[src/rtl/fsm_cond_pkg.sv]
// Shared types and default timing constants for the input conditioner.
// Optional glitch counter is enabled with COND_GLITCH_CNT_EN.
package fsm_cond_pkg;

  typedef enum logic [1:0] {
    IDLE    = 2'b00,
    SETTLE  = 2'b01,
    PUBLISH = 2'b10
  } cond_state_t;

  localparam int DEF_DEBOUNCE_CYCLES = 4;
  localparam int DEF_SKEW_CYCLES     = 2;
  localparam int DEF_CNT_W           = 3;

  function automatic logic [7:0] sat_inc8(input logic [7:0] v);
    return (v == 8'hFF) ? v : v + 8'd1;
  endfunction

endpackage

[src/rtl/cond_debounce_ch.sv]
// One channel: 2-flop synchroniser followed by a consecutive-cycle debounce counter.
// With COND_GLITCH_CNT_EN a strobe flags each rejected (too short) pulse.
module cond_debounce_ch
  import fsm_cond_pkg::*;
#(
  parameter int DEBOUNCE_CYCLES = DEF_DEBOUNCE_CYCLES,
  parameter int CNT_W           = DEF_CNT_W
) (
  input  logic clk,
  input  logic rst,
  input  logic raw,
  output logic deb
`ifdef COND_GLITCH_CNT_EN
  ,
  output logic glitch
`endif
);

  localparam logic [CNT_W-1:0] DEB_TC = CNT_W'(DEBOUNCE_CYCLES - 1);
  localparam logic [CNT_W-1:0] ONE    = CNT_W'(1);

  logic             s1_q, s1_d;
  logic             s2_q, s2_d;
  logic             deb_q, deb_d;
  logic [CNT_W-1:0] deb_cnt_q, deb_cnt_d;

  always_ff @(posedge clk or posedge rst) begin
    if (rst) begin
      s1_q      <= 1'b0;
      s2_q      <= 1'b0;
      deb_q     <= 1'b0;
      deb_cnt_q <= '0;
    end else begin
      s1_q      <= s1_d;
      s2_q      <= s2_d;
      deb_q     <= deb_d;
      deb_cnt_q <= deb_cnt_d;
    end
  end

  always_comb begin
    s1_d      = raw;
    s2_d      = s1_q;
    deb_d     = deb_q;
    deb_cnt_d = '0;
    if (s2_q != deb_q) begin
      if (deb_cnt_q == DEB_TC) begin
        deb_d     = s2_q;
        deb_cnt_d = '0;
      end else begin
        deb_cnt_d = deb_cnt_q + ONE;
      end
    end
  end

  assign deb = deb_q;

`ifdef COND_GLITCH_CNT_EN
  // A run that ended before acceptance: counter was running and the level fell back.
  assign glitch = (deb_cnt_q != '0) && (s2_q == deb_q);
`endif

endmodule

[src/rtl/fsm_input_conditioner.sv]
// Synchronises, debounces and pair-aligns raw1/raw2 into coherent i1/i2 symbol pairs.
// Define COND_GLITCH_CNT_EN to add the saturating glitch_cnt output.
module fsm_input_conditioner
  import fsm_cond_pkg::*;
#(
  parameter int DEBOUNCE_CYCLES = DEF_DEBOUNCE_CYCLES,
  parameter int SKEW_CYCLES     = DEF_SKEW_CYCLES,
  parameter int CNT_W           = DEF_CNT_W
) (
  input  logic       clk,
  input  logic       rst,
  input  logic       raw1,
  input  logic       raw2,
  output logic       i1,
  output logic       i2,
  output logic       sym_valid
`ifdef COND_GLITCH_CNT_EN
  ,
  output logic [7:0] glitch_cnt
`endif
);

  localparam logic [CNT_W-1:0] SKEW_TC = CNT_W'(SKEW_CYCLES - 1);
  localparam logic [CNT_W-1:0] ONE     = CNT_W'(1);

  logic        deb1, deb2;
  logic [1:0]  deb_pair;

  cond_state_t      state_q, state_d;
  logic [CNT_W-1:0] skew_cnt_q, skew_cnt_d;
  logic [1:0]       pair_q, pair_d;
  logic             sym_valid_q, sym_valid_d;

`ifdef COND_GLITCH_CNT_EN
  logic       glitch1, glitch2;
  logic [7:0] glitch_cnt_q, glitch_cnt_d;
`endif

  cond_debounce_ch #(
    .DEBOUNCE_CYCLES(DEBOUNCE_CYCLES),
    .CNT_W          (CNT_W)
  ) u_ch1 (
    .clk   (clk),
    .rst   (rst),
    .raw   (raw1),
    .deb   (deb1)
`ifdef COND_GLITCH_CNT_EN
    ,
    .glitch(glitch1)
`endif
  );

  cond_debounce_ch #(
    .DEBOUNCE_CYCLES(DEBOUNCE_CYCLES),
    .CNT_W          (CNT_W)
  ) u_ch2 (
    .clk   (clk),
    .rst   (rst),
    .raw   (raw2),
    .deb   (deb2)
`ifdef COND_GLITCH_CNT_EN
    ,
    .glitch(glitch2)
`endif
  );

  assign deb_pair = {deb1, deb2};

  always_ff @(posedge clk or posedge rst) begin
    if (rst) begin
      state_q     <= IDLE;
      skew_cnt_q  <= '0;
      pair_q      <= 2'b00;
      sym_valid_q <= 1'b0;
    end else begin
      state_q     <= state_d;
      skew_cnt_q  <= skew_cnt_d;
      pair_q      <= pair_d;
      sym_valid_q <= sym_valid_d;
    end
  end

  always_comb begin
    state_d    = state_q;
    skew_cnt_d = skew_cnt_q;
    unique case (state_q)
      IDLE: begin
        if (deb_pair != pair_q) begin
          state_d    = SETTLE;
          skew_cnt_d = '0;
        end
      end
      SETTLE: begin
        if (deb_pair == pair_q) begin
          state_d    = IDLE;
          skew_cnt_d = '0;
        end else if (skew_cnt_q == SKEW_TC) begin
          state_d = PUBLISH;
        end else begin
          skew_cnt_d = skew_cnt_q + ONE;
        end
      end
      PUBLISH: state_d = IDLE;
      default: state_d = IDLE;
    endcase
  end

  // A pair that drifted back to the current output is not re-announced.
  always_comb begin
    pair_d      = pair_q;
    sym_valid_d = 1'b0;
    if (state_q == PUBLISH) begin
      pair_d      = deb_pair;
      sym_valid_d = (deb_pair != pair_q);
    end
  end

  assign i1        = pair_q[1];
  assign i2        = pair_q[0];
  assign sym_valid = sym_valid_q;

`ifdef COND_GLITCH_CNT_EN
  always_ff @(posedge clk or posedge rst) begin
    if (rst) glitch_cnt_q <= 8'h00;
    else     glitch_cnt_q <= glitch_cnt_d;
  end

  always_comb begin
    glitch_cnt_d = glitch_cnt_q;
    if (glitch1 || glitch2) glitch_cnt_d = sat_inc8(glitch_cnt_q);
  end

  assign glitch_cnt = glitch_cnt_q;
`endif

endmodule
[config.mk]
export PLATFORM = sky130hd
export DESIGN_NAME = fsm_input_conditioner
export DESIGN_NICKNAME = d
export VERILOG_FILES = /design/src/rtl/fsm_cond_pkg.sv /design/src/rtl/cond_debounce_ch.sv /design/src/rtl/fsm_input_conditioner.sv
export SDC_FILE = /design/constraint.sdc
export NUM_CORES = 1
export LEC_CHECK = 0
export BUFFER_PORTS_ARGS = -buffer_cell sky130_fd_sc_hd__buf_2
export CAP_MARGIN = 20
export CORE_ASPECT_RATIO = 1.1
export CORE_MARGIN = 2
export CORE_UTILIZATION = 36
export CTS_BUF_LIST = sky130_fd_sc_hd__clkbuf_4 sky130_fd_sc_hd__clkbuf_8
export DETAILED_ROUTE_END_ITERATION = 16
export PLACE_DENSITY_LB_ADDON = 0.08
export SETUP_SLACK_MARGIN = 0.02
export SYNTH_ARGS = -nofsm -noshare
export SYNTH_HDL_FRONTEND = slang
export SYNTH_SLANG_ARGS = --single-unit
[constraint.sdc]
create_clock -name clk -period 2 [get_ports clk]
set_input_delay 0.1 -clock clk [delete_from_list [all_inputs] [get_ports clk]]
set_output_delay 0.1 -clock clk [all_outputs]
set_load 0.01 [all_outputs]
==> flow_results.xml, run 1 <==
<?xml version="1.0" encoding="UTF-8"?>
<metrics>
  <group name="status">
    <metric name="outcome" unit="">finished, final reports clean</metric>
  </group>
  <group name="routing">
    <metric name="avgViaCountPerCell" unit="">4.69</metric>
    <metric name="met2WireLength" unit="um">580</metric>
    <metric name="wl_per_cell" unit="um">11.1</metric>
    <metric name="drcViolationCount" unit="">0</metric>
    <metric name="num_vias" unit="">492</metric>
    <metric name="routed-wl-met3" unit="um">47</metric>
    <metric name="dr.pass1.iters" unit="">4</metric>
    <metric name="wl_met1" unit="um">520</metric>
    <metric name="detail_route.wirelength" unit="mm">1.16</metric>
    <metric name="postRouteAntennaNets" unit="">0</metric>
    <metric name="drt-initial-drc-count" unit="">2</metric>
    <metric name="highest-signal-layer" unit="">met4</metric>
  </group>
  <group name="clock_network">
    <metric name="clock-sinks" unit="">20</metric>
    <metric name="clock_tree.buffer_depth" unit="">2</metric>
    <metric name="clk_root_buffer_cell" unit="">clkbuf_4</metric>
    <metric name="cts_buffers" unit="">3</metric>
    <metric name="post-cts-setup-buffers" unit="">0</metric>
    <metric name="cts_htree_levels" unit="">1</metric>
    <metric name="tritoncts" unit="">built</metric>
    <metric name="worstSkewPairLatency" unit="ns">0.29</metric>
    <metric name="clk_transition_reported_paths" unit="ns">0.11</metric>
  </group>
  <group name="critical_path">
    <metric name="worstSetupStartpoint" unit="">skew_cnt_q[0]$_DFFE_PP0P_</metric>
    <metric name="critPathLaunchType" unit="">flip-flop</metric>
    <metric name="critical_path_peak_fanout" unit="">5</metric>
    <metric name="crit_arrival" unit="ns">1.43</metric>
    <metric name="worstSetupEndpointType" unit="">flip-flop</metric>
    <metric name="cp.required" unit="ns">2.18</metric>
    <metric name="timing_worst_setup_path_type" unit="">reg -&gt; reg</metric>
    <metric name="beginning_of_the_worst_register_to_register_path" unit="">skew_cnt_q[0]$_DFFE_PP0P_</metric>
  </group>
  <group name="timing">
    <metric name="worst_pin_slew" unit="ns">0.726</metric>
    <metric name="final.hold.worst_slack" unit="ns">0.367</metric>
    <metric name="grt_setup_unrepaired" unit="">no</metric>
    <metric name="clock-skew-final" unit="ns">0.000951</metric>
    <metric name="final_period_minus_worst_setup_slack" unit="ns">1.25</metric>
    <metric name="highest_clock_frequency_the_design_can_meet" unit="MHz">800</metric>
    <metric name="setup_viol" unit="">0</metric>
    <metric name="final_slew_violations" unit="">0</metric>
    <metric name="max_slew_margin" unit="%">51.6</metric>
    <metric name="timing_hold_violations_final" unit="">0</metric>
    <metric name="post-route-period-util" unit="%">62.5</metric>
    <metric name="setup_tns_after_final_layout" unit="ns">0</metric>
  </group>
  <group name="synthesis">
    <metric name="synth-edff-count" unit="">0</metric>
    <metric name="post_synth_inst_count" unit="">62</metric>
    <metric name="syn-mean-instance-area" unit="um2">13.6</metric>
    <metric name="synth.cells.most_frequent" unit="">dfrtp_1, inv_1</metric>
    <metric name="mappedNetlistArea" unit="um2">842</metric>
    <metric name="netlist.area_leader.share" unit="%">59.4</metric>
    <metric name="postSynthRegisterBits" unit="">20</metric>
    <metric name="asyncSetResetFlopFracSynth" unit="%">100</metric>
    <metric name="synth_top_cell_by_area" unit="">dfrtp_1</metric>
    <metric name="synth_top_cells_by_area" unit="">dfrtp_1, ha_1, mux2_2, xor2_2, nor3b_1</metric>
    <metric name="synth.most_common_cell" unit="">dfrtp_1</metric>
    <metric name="mappedNetlistNets" unit="">70</metric>
    <metric name="synth_sequential_area_ratio" unit="%">59.4</metric>
    <metric name="synth-main-ff-cell" unit="">dfrtp_1</metric>
    <metric name="synth_cell_types" unit="">18</metric>
    <metric name="yosys_warnings" unit="">0</metric>
  </group>
  <group name="floorplanning">
    <metric name="starting_density_of_the_core" unit="%">37.8</metric>
    <metric name="rows" unit="">18</metric>
    <metric name="floorplan.io_pins" unit="">7</metric>
    <metric name="vert_die_dim" unit="um">54.7</metric>
    <metric name="dieArea" unit="um2">2740</metric>
    <metric name="die_width" unit="um">50.1</metric>
    <metric name="floorplan.core_area" unit="um2">2230</metric>
  </group>
  <group name="cells_and_area">
    <metric name="n_antenna_cell" unit="">0</metric>
    <metric name="num-nets-final" unit="">84</metric>
    <metric name="area.growth.synth_to_final" unit="%">17.8</metric>
    <metric name="post_route_cells_drive_above_1_share" unit="%">24.0</metric>
  </group>
  <group name="global_routing">
    <metric name="grt_start_max_net_pins" unit="">21</metric>
    <metric name="antenna_violations_before_repair" unit="">0</metric>
    <metric name="grt_pass1_wl" unit="mm">2.17</metric>
    <metric name="first_global_vias" unit="">504</metric>
    <metric name="grt-ovfl-total" unit="">0</metric>
    <metric name="globalRouteTotalUtil" unit="%">11.3</metric>
  </group>
  <group name="place">
    <metric name="globalplace.congestion" unit="">0.631</metric>
    <metric name="place.port_buffers" unit="">6</metric>
    <metric name="detailedPlacementHpwl" unit="um">877</metric>
  </group>
  <group name="hold_path">
    <metric name="hp-start" unit="">u_ch2.s1_q$_DFF_PP0_</metric>
    <metric name="min-delay-path-class" unit="">reg -&gt; reg</metric>
  </group>
  <group name="pwr">
    <metric name="power_leakage" unit="nW">0.460</metric>
    <metric name="irDropWorstVdd" unit="mV">0.660</metric>
    <metric name="powerDensity" unit="nW/um2">1460</metric>
  </group>
  <group name="run">
    <metric name="cap_violations" unit="">0</metric>
  </group>
</metrics>
==> cells by family after synthesis <==
group | Yosys count | share of synthesized area [%]
simple gates | 16 | 11.1
buf+inv | 5 | 2.23
mux | 6 | 7.73
flops | 20 | 59.4
compound gates | 7 | 7.58
xor+xnor | 4 | 5.94
fa+ha+maj | 4 | 5.94
==> repair_timing <==
action,CTS,global route
resized for setup,0,0
endpoints found under the setup margin,0,0
hold buffers,3,0
hold endpoints to repair,22,0
==> area by class of cell <==
| type | count | area [um2] |
|---|---|---|
| Clock buffer | 3 | 22.5 |
| Clock inverter | 1 | 30.0 |
| Fill cell | 206 | 1240 |
| Inverter | 5 | 18.8 |
| Multi-Input combinational cell | 37 | 323 |
| Sequential cell | 20 | 500 |
| Tap cell | 30 | 37.5 |
| Timing Repair Buffer | 9 | 60.1 |
==> worst max-delay path: stages (launching register included) <==
cell,delay [ns]
dfrtp_1,0.44
ha_1,0.25
nand2b_1,0.15
mux2i_1,0.20
o2bb2ai_1,0.09
==> routing by layer <==
layer  track usage, %  up-vias
met5                0        -
met4             2.78        0
met3             5.74        2
met2             19.5        7
met1             12.4      243
li1                 -      240
==> through the flow <==
step | cell area, um2 | total power, mW | util (%) | cells | worst slack [ns]
global placement | 910 | 1.13 | 40.8 | 98 | 0.774
floorplan | 842 | 1.02 | - | 62 | 0.849
detailed placement | 910 | 1.14 | 40.8 | 98 | 0.764
finish | 992 | 1.45 | 44.5 | 105 | 0.750
CTS | 992 | 1.48 | 44.5 | 105 | 0.738
global route | 992 | 1.58 | 44.5 | 105 | 0.655
==> cells in the final DEF (no fill, tap or decap), drive strengths merged <==
master / synthesis / final
dfrtp: 20 / 20
buf: 0 / 6
inv: 5 / 5
nor2: 4 / 4
mux2: 4 / 4
nor3b: 4 / 4
ha: 4 / 4
nor3: 3 / 3
o2bb2ai: 3 / 3
clkbuf: 0 / 3
dlygate4sd3: 0 / 3
xor2: 2 / 2
nor2b: 2 / 2
nand2b: 2 / 2
xnor2: 2 / 2
mux2i: 2 / 2
a311oi: 1 / 1
o31ai: 1 / 1
o21ai: 1 / 1
nor4b: 1 / 1
a21oi: 1 / 1
bufinv: 0 / 1
==> state kept, by name, summed over array words and instances, names as in the netlist <==
register	count
u_ch1.deb	1
pair_q	2
u_ch2.s1_q	1
u_ch2.s2_q	1
u_ch2.deb	1
u_ch2.deb_cnt_q	3
u_ch1.s1_q	1
u_ch1.s2_q	1
u_ch1.deb_cnt_q	3
state_q	2
skew_cnt_q	3
sym_valid	1
==> worst paths after layout <==
| kind | endpoint | slack (ns) | cells after the start |
|---|---|---|---|
| setup / recovery | skew_cnt_q[0]$_DFFE_PP0P_ | 0.75 | 4 |
| hold / removal | u_ch2.s2_q$_DFF_PP0_ | 0.37 | 0 |
| setup reg to reg | skew_cnt_q[0]$_DFFE_PP0P_ | 0.75 | 4 |
| hold reg to reg | u_ch2.s2_q$_DFF_PP0_ | 0.37 | 0 |
| max in group asynchronous | skew_cnt_q[2]$_DFFE_PP0P_ | 1.09 | 3 |
| min in group asynchronous | u_ch1.deb_cnt_q[2]$_DFF_PP0_ | 0.46 | 3 |
==> power breakdown <==
part / switching (mW) / leakage (nW) / internal, mW
clock: 0.122 / 0.0279 / 0.202
combinational: 0.243 / 0.178 / 0.241
sequential: 0.118 / 0.255 / 0.522
total: 0.482 / 0.460 / 0.965
Note: power is estimated with default switching activity, not from simulation.
==> run 2, diff against run 1 <==
--- a/config.mk
+++ b/config.mk
@@ -5,6 +5,7 @@
 export SDC_FILE = /design/constraint.sdc
 export NUM_CORES = 1
 export LEC_CHECK = 0
+export ABC_AREA = 1
 export BUFFER_PORTS_ARGS = -buffer_cell sky130_fd_sc_hd__buf_2
 export CAP_MARGIN = 20
 export CORE_ASPECT_RATIO = 1.1
==> constraint.sdc (replaced) <==
create_clock -name clk -period 1.25 [get_ports clk]
set_input_delay 0.0625 -clock clk [delete_from_list [all_inputs] [get_ports clk]]
set_output_delay 0.0625 -clock clk [all_outputs]
set_load 0.01 [all_outputs]
==> run 2 against run 1 <==
  * Final area is 4.9% higher
  * Synthesized cell count is 44% higher
  * Register-to-register slack worse by 0.62 ns
  * Via count is 20% higher
  * Critical path depth is 3 higher
  * Clock skew hardly changed
  * Hold slack worse by 0.051 ns
  * Power is 46% higher
  * Die area is 5.5% higher
  * Critical endpoint is now skew_cnt_q[1]$_DFFE_PP0P_
==> flow_results.xml, run 2 <==
<?xml version="1.0" encoding="UTF-8"?>
<metrics>
  <group name="status">
    <metric name="outcome" unit="">finished, final reports clean</metric>
  </group>
  <group name="place">
    <metric name="detailedPlacementHpwl" unit="um">940</metric>
    <metric name="place.port_buffers" unit="">6</metric>
    <metric name="globalplace.congestion" unit="">0.699</metric>
  </group>
  <group name="floorplanning">
    <metric name="starting_density_of_the_core" unit="%">38.8</metric>
    <metric name="floorplan.core_area" unit="um2">2300</metric>
    <metric name="rows" unit="">18</metric>
    <metric name="vert_die_dim" unit="um">56.2</metric>
    <metric name="floorplan.io_pins" unit="">7</metric>
    <metric name="dieArea" unit="um2">2890</metric>
    <metric name="die_width" unit="um">51.5</metric>
  </group>
  <group name="critical_path">
    <metric name="timing_worst_setup_path_type" unit="">reg -&gt; reg</metric>
    <metric name="critPathLaunchType" unit="">flip-flop</metric>
    <metric name="crit_arrival" unit="ns">1.32</metric>
    <metric name="critical_r2r_capture" unit="">skew_cnt_q[1]$_DFFE_PP0P_</metric>
    <metric name="cp.required" unit="ns">1.45</metric>
    <metric name="reg2reg_setup_slack" unit="ns">0.13</metric>
    <metric name="timing.reg2reg.worst_path_depth" unit="">7</metric>
    <metric name="beginning_of_the_worst_register_to_register_path" unit="">skew_cnt_q[0]$_DFFE_PP0P_</metric>
    <metric name="worstSetupEndpointType" unit="">flip-flop</metric>
    <metric name="critical_path_peak_fanout" unit="">5</metric>
  </group>
  <group name="timing">
    <metric name="clock-skew-final" unit="ns">0.00104</metric>
    <metric name="setup_tns_after_final_layout" unit="ns">0</metric>
    <metric name="worst_pin_slew" unit="ns">0.257</metric>
    <metric name="grt_setup_unrepaired" unit="">no</metric>
    <metric name="highest_clock_frequency_the_design_can_meet" unit="MHz">893</metric>
    <metric name="final_period_minus_worst_setup_slack" unit="ns">1.12</metric>
    <metric name="timing_hold_violations_final" unit="">0</metric>
    <metric name="max_slew_margin" unit="%">82.8</metric>
    <metric name="setup_viol" unit="">0</metric>
    <metric name="final_slew_violations" unit="">0</metric>
    <metric name="post-route-period-util" unit="%">89.6</metric>
  </group>
  <group name="routing">
    <metric name="avgViaCountPerCell" unit="">4.42</metric>
    <metric name="postRouteAntennaNets" unit="">0</metric>
    <metric name="drcViolationCount" unit="">0</metric>
    <metric name="wl_per_cell" unit="um">9.02</metric>
    <metric name="detail_route.wirelength" unit="mm">1.20</metric>
    <metric name="drt-initial-drc-count" unit="">5</metric>
    <metric name="dr.pass1.iters" unit="">4</metric>
    <metric name="num_vias" unit="">588</metric>
  </group>
  <group name="synthesis">
    <metric name="postSynthRegisterBits" unit="">20</metric>
    <metric name="netlist.area_leader.share" unit="%">56.1</metric>
    <metric name="synth_cell_types" unit="">15</metric>
    <metric name="synth_top_cell_by_area" unit="">dfrtp_1</metric>
    <metric name="syn-mean-instance-area" unit="um2">10.0</metric>
    <metric name="post_synth_inst_count" unit="">89</metric>
    <metric name="synth-edff-count" unit="">0</metric>
    <metric name="yosys_warnings" unit="">0</metric>
    <metric name="synth.most_common_cell" unit="">dfrtp_1</metric>
    <metric name="synth_top_cells_by_area" unit="">dfrtp_1, nand2_1, ha_1, inv_1, nand2_4</metric>
    <metric name="asyncSetResetFlopFracSynth" unit="%">100</metric>
    <metric name="synth_sequential_area_ratio" unit="%">56.1</metric>
    <metric name="synth.cells.most_frequent" unit="">dfrtp_1, nand2_1, inv_1</metric>
    <metric name="mappedNetlistArea" unit="um2">892</metric>
    <metric name="synth-main-ff-cell" unit="">dfrtp_1</metric>
    <metric name="mappedNetlistNets" unit="">97</metric>
  </group>
  <group name="cells_and_area">
    <metric name="area.growth.synth_to_final" unit="%">16.7</metric>
    <metric name="final_common_cell" unit="">dfrtp_1</metric>
    <metric name="largest_registers" unit="">skew_cnt_q: 3 flops, u_ch1.deb_cnt_q: 3 flops, u_ch2.deb_cnt_q: 3 flops</metric>
    <metric name="num-fill-cells" unit="">236</metric>
    <metric name="layout_common_cells" unit="">dfrtp_1, nand2_1, inv_1</metric>
    <metric name="postLayoutCoreUtil" unit="%">45.3</metric>
    <metric name="n_antenna_cell" unit="">0</metric>
    <metric name="post_route_cells_drive_above_1_share" unit="%">23.3</metric>
    <metric name="num-nets-final" unit="">112</metric>
  </group>
  <group name="clock_network">
    <metric name="clock_tree.buffer_depth" unit="">2</metric>
    <metric name="tritoncts" unit="">built</metric>
    <metric name="post-cts-setup-buffers" unit="">0</metric>
    <metric name="cts_htree_levels" unit="">1</metric>
    <metric name="clk_transition_reported_paths" unit="ns">0.11</metric>
    <metric name="clk_root_buffer_cell" unit="">clkbuf_4</metric>
    <metric name="worstSkewPairLatency" unit="ns">0.29</metric>
    <metric name="cts_buffers" unit="">3</metric>
    <metric name="clock-sinks" unit="">20</metric>
  </group>
  <group name="global_routing">
    <metric name="grt_pass1_wl" unit="mm">2.10</metric>
    <metric name="antenna_violations_before_repair" unit="">0</metric>
    <metric name="first_global_vias" unit="">528</metric>
    <metric name="grt-ovfl-total" unit="">0</metric>
    <metric name="grt_start_max_net_pins" unit="">21</metric>
    <metric name="globalRouteTotalUtil" unit="%">9.80</metric>
  </group>
  <group name="pwr">
    <metric name="power_leakage" unit="nW">0.540</metric>
    <metric name="powerDensity" unit="nW/um2">2030</metric>
    <metric name="irDropWorstVdd" unit="mV">1.05</metric>
  </group>
  <group name="hold_path">
    <metric name="min-delay-path-class" unit="">in -&gt; async</metric>
  </group>
  <group name="run">
    <metric name="cap_violations" unit="">0</metric>
  </group>
</metrics>
run 2: final cells by class:
cell class	count	area (um2)	area share, %
repair buffers	10	67.6	6.49
clock buffers	4	36.3	3.49
inverters	15	56.3	5.41
flip-flops and latches	20	500	48.1
well taps	30	37.5	3.61
multi-input cells	54	343	32.9
run 2: cells by family after synthesis:
logic type	synth area share (%)
DFF	56.1
AOI/OAI and AO/OA	3.37
buffers and inverters	6.31
adders and majority gates	5.61
xor gates and xnor gates	2.95
and+or+nand+nor	25.7
run 2: worst max-delay path by stage:
stage,startpoint,endpoint,slack [ns],cells past startpoint
2_1_floorplan,skew_cnt_q[1]$_DFFE_PP0P_,skew_cnt_q[0]$_DFFE_PP0P_,0.13,7
3_3_place_gp,skew_cnt_q[1]$_DFFE_PP0P_,skew_cnt_q[0]$_DFFE_PP0P_,0.07,7
3_5_place_dp,skew_cnt_q[1]$_DFFE_PP0P_,skew_cnt_q[0]$_DFFE_PP0P_,0.03,7
4_1_cts,skew_cnt_q[1]$_DFFE_PP0P_,skew_cnt_q[0]$_DFFE_PP0P_,0.09,7
5_1_grt,skew_cnt_q[0]$_DFFE_PP0P_,skew_cnt_q[0]$_DFFE_PP0P_,0.03,7
6_report,skew_cnt_q[0]$_DFFE_PP0P_,skew_cnt_q[1]$_DFFE_PP0P_,0.13,7
run 2: critical path, cell delays in order (launching register included):
cell	delay, ns
dfrtp_1	0.43
ha_1	0.20
inv_1	0.09
nor2_4	0.05
nand3_4	0.10
nand2_2	0.06
nand2_1	0.05
nand2_1	0.05
run 2: metal layers:
layer  track usage, %  part of all wire (%)
met5                0                     0
met3             2.42                   2.1
met1             12.5                    47
met4             6.77                   1.1
met2             14.3                    49
run 2: where the power goes:
group          leakage, nW  switching, mW  internal, mW
clock network       0.0210          0.189         0.177
logic                0.261          0.513         0.313
registers            0.258          0.119         0.801
run 2: what timing repair did:
action / in CTS / in global routing
setup endpoints to repair: 1 / 2
hold endpoints to repair: 22 / 0
hold buffers: 3 / 0
gates resized for setup: 1 / 1
run 2: through the flow:
| stage | worst slack, ns | total power, mW | cells | instance area, um2 | hold WS (ns) |
|---|---|---|---|---|---|
| 2_1_floorplan | 0.130 | 1.61 | 89 | 892 | 0.0263 |
| 3_3_place_gp | 0.0685 | 1.76 | 126 | 967 | 0.102 |
| 3_5_place_dp | 0.0335 | 1.76 | 126 | 967 | 0.103 |
| 4_1_cts | 0.0876 | 2.15 | 133 | 1040 | 0.322 |
| 5_1_grt | 0.0330 | 2.29 | 133 | 1040 | 0.345 |
| 6_report | 0.130 | 2.11 | 133 | 1040 | 0.316 |
==> run 3, diff against run 2 <==
--- a/config.mk
+++ b/config.mk
@@ -5,7 +5,6 @@
 export SDC_FILE = /design/constraint.sdc
 export NUM_CORES = 1
 export LEC_CHECK = 0
-export ABC_AREA = 1
 export BUFFER_PORTS_ARGS = -buffer_cell sky130_fd_sc_hd__buf_2
 export CAP_MARGIN = 20
 export CORE_ASPECT_RATIO = 1.1
@@ -15,6 +14,7 @@
 export DETAILED_ROUTE_END_ITERATION = 16
 export PLACE_DENSITY_LB_ADDON = 0.08
 export SETUP_SLACK_MARGIN = 0.02
+export SKIP_LAST_GASP = 1
 export SYNTH_ARGS = -nofsm -noshare
 export SYNTH_HDL_FRONTEND = slang
 export SYNTH_SLANG_ARGS = --single-unit
==> run 3 against run 2 <==
  * Sequential power grew 9.8%
  * Count of clock-buffer cells in the layout is the same
  * Clock power is essentially flat
  * Utilization grew 2.5 points
  * Combinational power grew 20%
  * Critical path type unchanged
  * Largest power group unchanged
==> flow_results.xml, run 3 (same netlist as run 1, synthesis figures left out) <==
<?xml version="1.0" encoding="UTF-8"?>
<metrics>
  <group name="cells_and_area">
    <metric name="area.growth.synth_to_final" unit="%">26.6</metric>
    <metric name="layout_common_cells" unit="">dfrtp_1, buf_4, buf_2</metric>
    <metric name="largest_registers" unit="">skew_cnt_q: 3 flops, u_ch1.deb_cnt_q: 3 flops, u_ch2.deb_cnt_q: 3 flops</metric>
    <metric name="final-seq-area" unit="um2">500</metric>
    <metric name="final_common_cell" unit="">dfrtp_1</metric>
    <metric name="n_antenna_cell" unit="">0</metric>
    <metric name="post_route_cells_drive_above_1_share" unit="%">37.8</metric>
    <metric name="num-nets-final" unit="">91</metric>
    <metric name="num-fill-cells" unit="">210</metric>
    <metric name="postLayoutCoreUtil" unit="%">47.8</metric>
    <metric name="multiInputGateArea" unit="um2">360</metric>
    <metric name="stdcell_count" unit="">112</metric>
  </group>
  <group name="clock_network">
    <metric name="clk_root_buffer_cell" unit="">clkbuf_4</metric>
    <metric name="clock_tree.buffer_depth" unit="">2</metric>
    <metric name="cts_buffers" unit="">3</metric>
    <metric name="clk_transition_reported_paths" unit="ns">0.11</metric>
    <metric name="clock-sinks" unit="">20</metric>
    <metric name="tritoncts" unit="">built</metric>
    <metric name="cts_htree_levels" unit="">1</metric>
    <metric name="worstSkewPairLatency" unit="ns">0.29</metric>
  </group>
  <group name="global_routing">
    <metric name="grt_pass1_wl" unit="mm">2.14</metric>
    <metric name="grt_start_max_net_pins" unit="">21</metric>
    <metric name="grt-ovfl-total" unit="">0</metric>
    <metric name="first_global_vias" unit="">524</metric>
    <metric name="antenna_violations_before_repair" unit="">0</metric>
    <metric name="globalRouteTotalUtil" unit="%">10.7</metric>
  </group>
  <group name="timing">
    <metric name="highest_clock_frequency_the_design_can_meet" unit="MHz">855</metric>
    <metric name="setup_viol" unit="">0</metric>
    <metric name="timing_hold_violations_final" unit="">0</metric>
    <metric name="worst_pin_slew" unit="ns">0.289</metric>
    <metric name="clock-skew-final" unit="ns">0.00531</metric>
    <metric name="max_slew_margin" unit="%">80.6</metric>
    <metric name="final_period_minus_worst_setup_slack" unit="ns">1.17</metric>
    <metric name="post-route-period-util" unit="%">93.5</metric>
    <metric name="final_slew_violations" unit="">0</metric>
    <metric name="grt_setup_unrepaired" unit="">yes</metric>
  </group>
  <group name="critical_path">
    <metric name="cp.required" unit="ns">1.43</metric>
    <metric name="critical_path_peak_fanout" unit="">2</metric>
    <metric name="crit_path_cell_trace" unit="">buf_4 -&gt; ha_2 -&gt; nor4b_2 -&gt; a21oi_1 -&gt; o2bb2ai_1</metric>
    <metric name="timing.critical_path.slowest_stage_cell" unit="">dfrtp_1</metric>
    <metric name="worstSetupEndpointType" unit="">flip-flop</metric>
    <metric name="timing.reg2reg.worst_path_depth" unit="">5</metric>
    <metric name="critPathLaunchType" unit="">flip-flop</metric>
    <metric name="crit_arrival" unit="ns">1.35</metric>
    <metric name="critical-path-max-stage-delay" unit="ns">0.40</metric>
    <metric name="worstSetupStartpoint" unit="">skew_cnt_q[0]$_DFFE_PP0P_</metric>
    <metric name="beginning_of_the_worst_register_to_register_path" unit="">skew_cnt_q[0]$_DFFE_PP0P_</metric>
    <metric name="reg2reg_setup_slack" unit="ns">0.08</metric>
    <metric name="cp_top_family" unit="">flip-flops</metric>
    <metric name="critical_r2r_capture" unit="">skew_cnt_q[2]$_DFFE_PP0P_</metric>
    <metric name="cp_bufs_invs" unit="">1</metric>
    <metric name="timing_worst_setup_path_type" unit="">reg -&gt; reg</metric>
  </group>
  <group name="floorplanning">
    <metric name="die_width" unit="um">50.1</metric>
    <metric name="floorplan.core_area" unit="um2">2230</metric>
    <metric name="dieArea" unit="um2">2740</metric>
    <metric name="rows" unit="">18</metric>
    <metric name="vert_die_dim" unit="um">54.7</metric>
    <metric name="starting_density_of_the_core" unit="%">37.8</metric>
    <metric name="floorplan.io_pins" unit="">7</metric>
  </group>
  <group name="pwr">
    <metric name="irDropWorstVdd" unit="mV">1.15</metric>
    <metric name="power_leakage" unit="nW">0.489</metric>
    <metric name="powerDensity" unit="nW/um2">2220</metric>
  </group>
  <group name="place">
    <metric name="place.port_buffers" unit="">6</metric>
    <metric name="detailedPlacementHpwl" unit="um">912</metric>
    <metric name="numPlacedInstances" unit="">103</metric>
    <metric name="globalplace.congestion" unit="">0.615</metric>
  </group>
  <group name="routing">
    <metric name="drt-initial-drc-count" unit="">1</metric>
    <metric name="dr.pass1.iters" unit="">2</metric>
    <metric name="wl_per_cell" unit="um">11.3</metric>
    <metric name="num_vias" unit="">522</metric>
    <metric name="avgViaCountPerCell" unit="">4.66</metric>
    <metric name="postRouteAntennaNets" unit="">0</metric>
    <metric name="drcViolationCount" unit="">0</metric>
    <metric name="detail_route.wirelength" unit="mm">1.26</metric>
  </group>
  <group name="hold_path">
    <metric name="min-delay-path-class" unit="">in -&gt; async</metric>
  </group>
  <group name="status">
    <metric name="outcome" unit="">finished, final reports clean</metric>
  </group>
  <group name="run">
    <metric name="cap_violations" unit="">0</metric>
  </group>
</metrics>
run 3: cell count changes in the layout (fill, tap and decap cells not counted), moves of 5 or more:
| cell | previous run | this run |
|---|---|---|
| inv_1 | 13 | 5 |
| nand2_1 | 17 | 0 |
| nand2_2 | 5 | 0 |
| buf_4 | 1 | 7 |
run 3: metal layers:
| metal | wire length (um) | vias up | global-route usage, % |
|---|---|---|---|
| met5 | 0 | - | 0 |
| met4 | 15 | 0 | 6.94 |
| met3 | 24 | 2 | 1.64 |
| met2 | 688 | 5 | 19.5 |
| met1 | 535 | 262 | 11.8 |
| li1 | - | 253 | - |
run 3: worst max path at each step:
| stage | end | slack [ns] | depth (start not counted) |
|---|---|---|---|
| 6_report | skew_cnt_q[2]$_DFFE_PP0P_ | 0.08 | 5 |
| 5_1_grt | skew_cnt_q[2]$_DFFE_PP0P_ | 0.009 | 5 |
| 4_1_cts | skew_cnt_q[0]$_DFFE_PP0P_ | 0.008 | 5 |
| 3_5_place_dp | skew_cnt_q[0]$_DFFE_PP0P_ | -0.003 | 4 |
| 3_3_place_gp | skew_cnt_q[1]$_DFFE_PP0P_ | 0.02 | 4 |
| 2_1_floorplan | skew_cnt_q[0]$_DFFE_PP0P_ | 0.1 | 4 |
run 3: per-stage QoR:
step / setup slack [ns] / TNS (ns) / power [mW] / instance area, um2 / hold slack, ns
after floorplan: 0.0988 / 0 / 1.63 / 842 / 0.0263
after CTS: 0.00823 / 0 / 2.32 / 1030 / 0.318
after global placement: 0.0157 / 0 / 1.89 / 947 / 0.102
after global routing: 0.00926 / 0 / 2.55 / 1070 / 0.346
after detailed placement: -0.00273 / -0.00273 / 1.90 / 947 / 0.0985
final: 0.0808 / 0 / 2.37 / 1070 / 0.314
run 3: final cells by class:
class / count / area share (%)
inverter: 5 / 1.76
timing repair buffer: 16 / 10.6
sequential: 20 / 46.9
clock buffer: 4 / 3.40
tap: 30 / 3.52
multi-input combinational: 37 / 33.8
run 3: what timing repair did:
action / in CTS / in global routing
resized for setup: 1 / 7
hold buffers: 3 / 0
endpoints found under the setup margin: 3 / 5
pin swaps: 0 / 1
hold endpoints to repair: 22 / 0
setup buffers: 2 / 0
run 3: worst min-delay path: cells and delay by family:
kind                   cells  cell delay [ns]
buffers and inverters      4             0.93
run 3: power by group:
group          leakage (nW)  total [mW]  switching, mW  internal, mW
Clock                0.0210       0.364          0.187         0.177
Combinational         0.213       0.992          0.469         0.523
Sequential            0.255        1.01          0.174         0.835
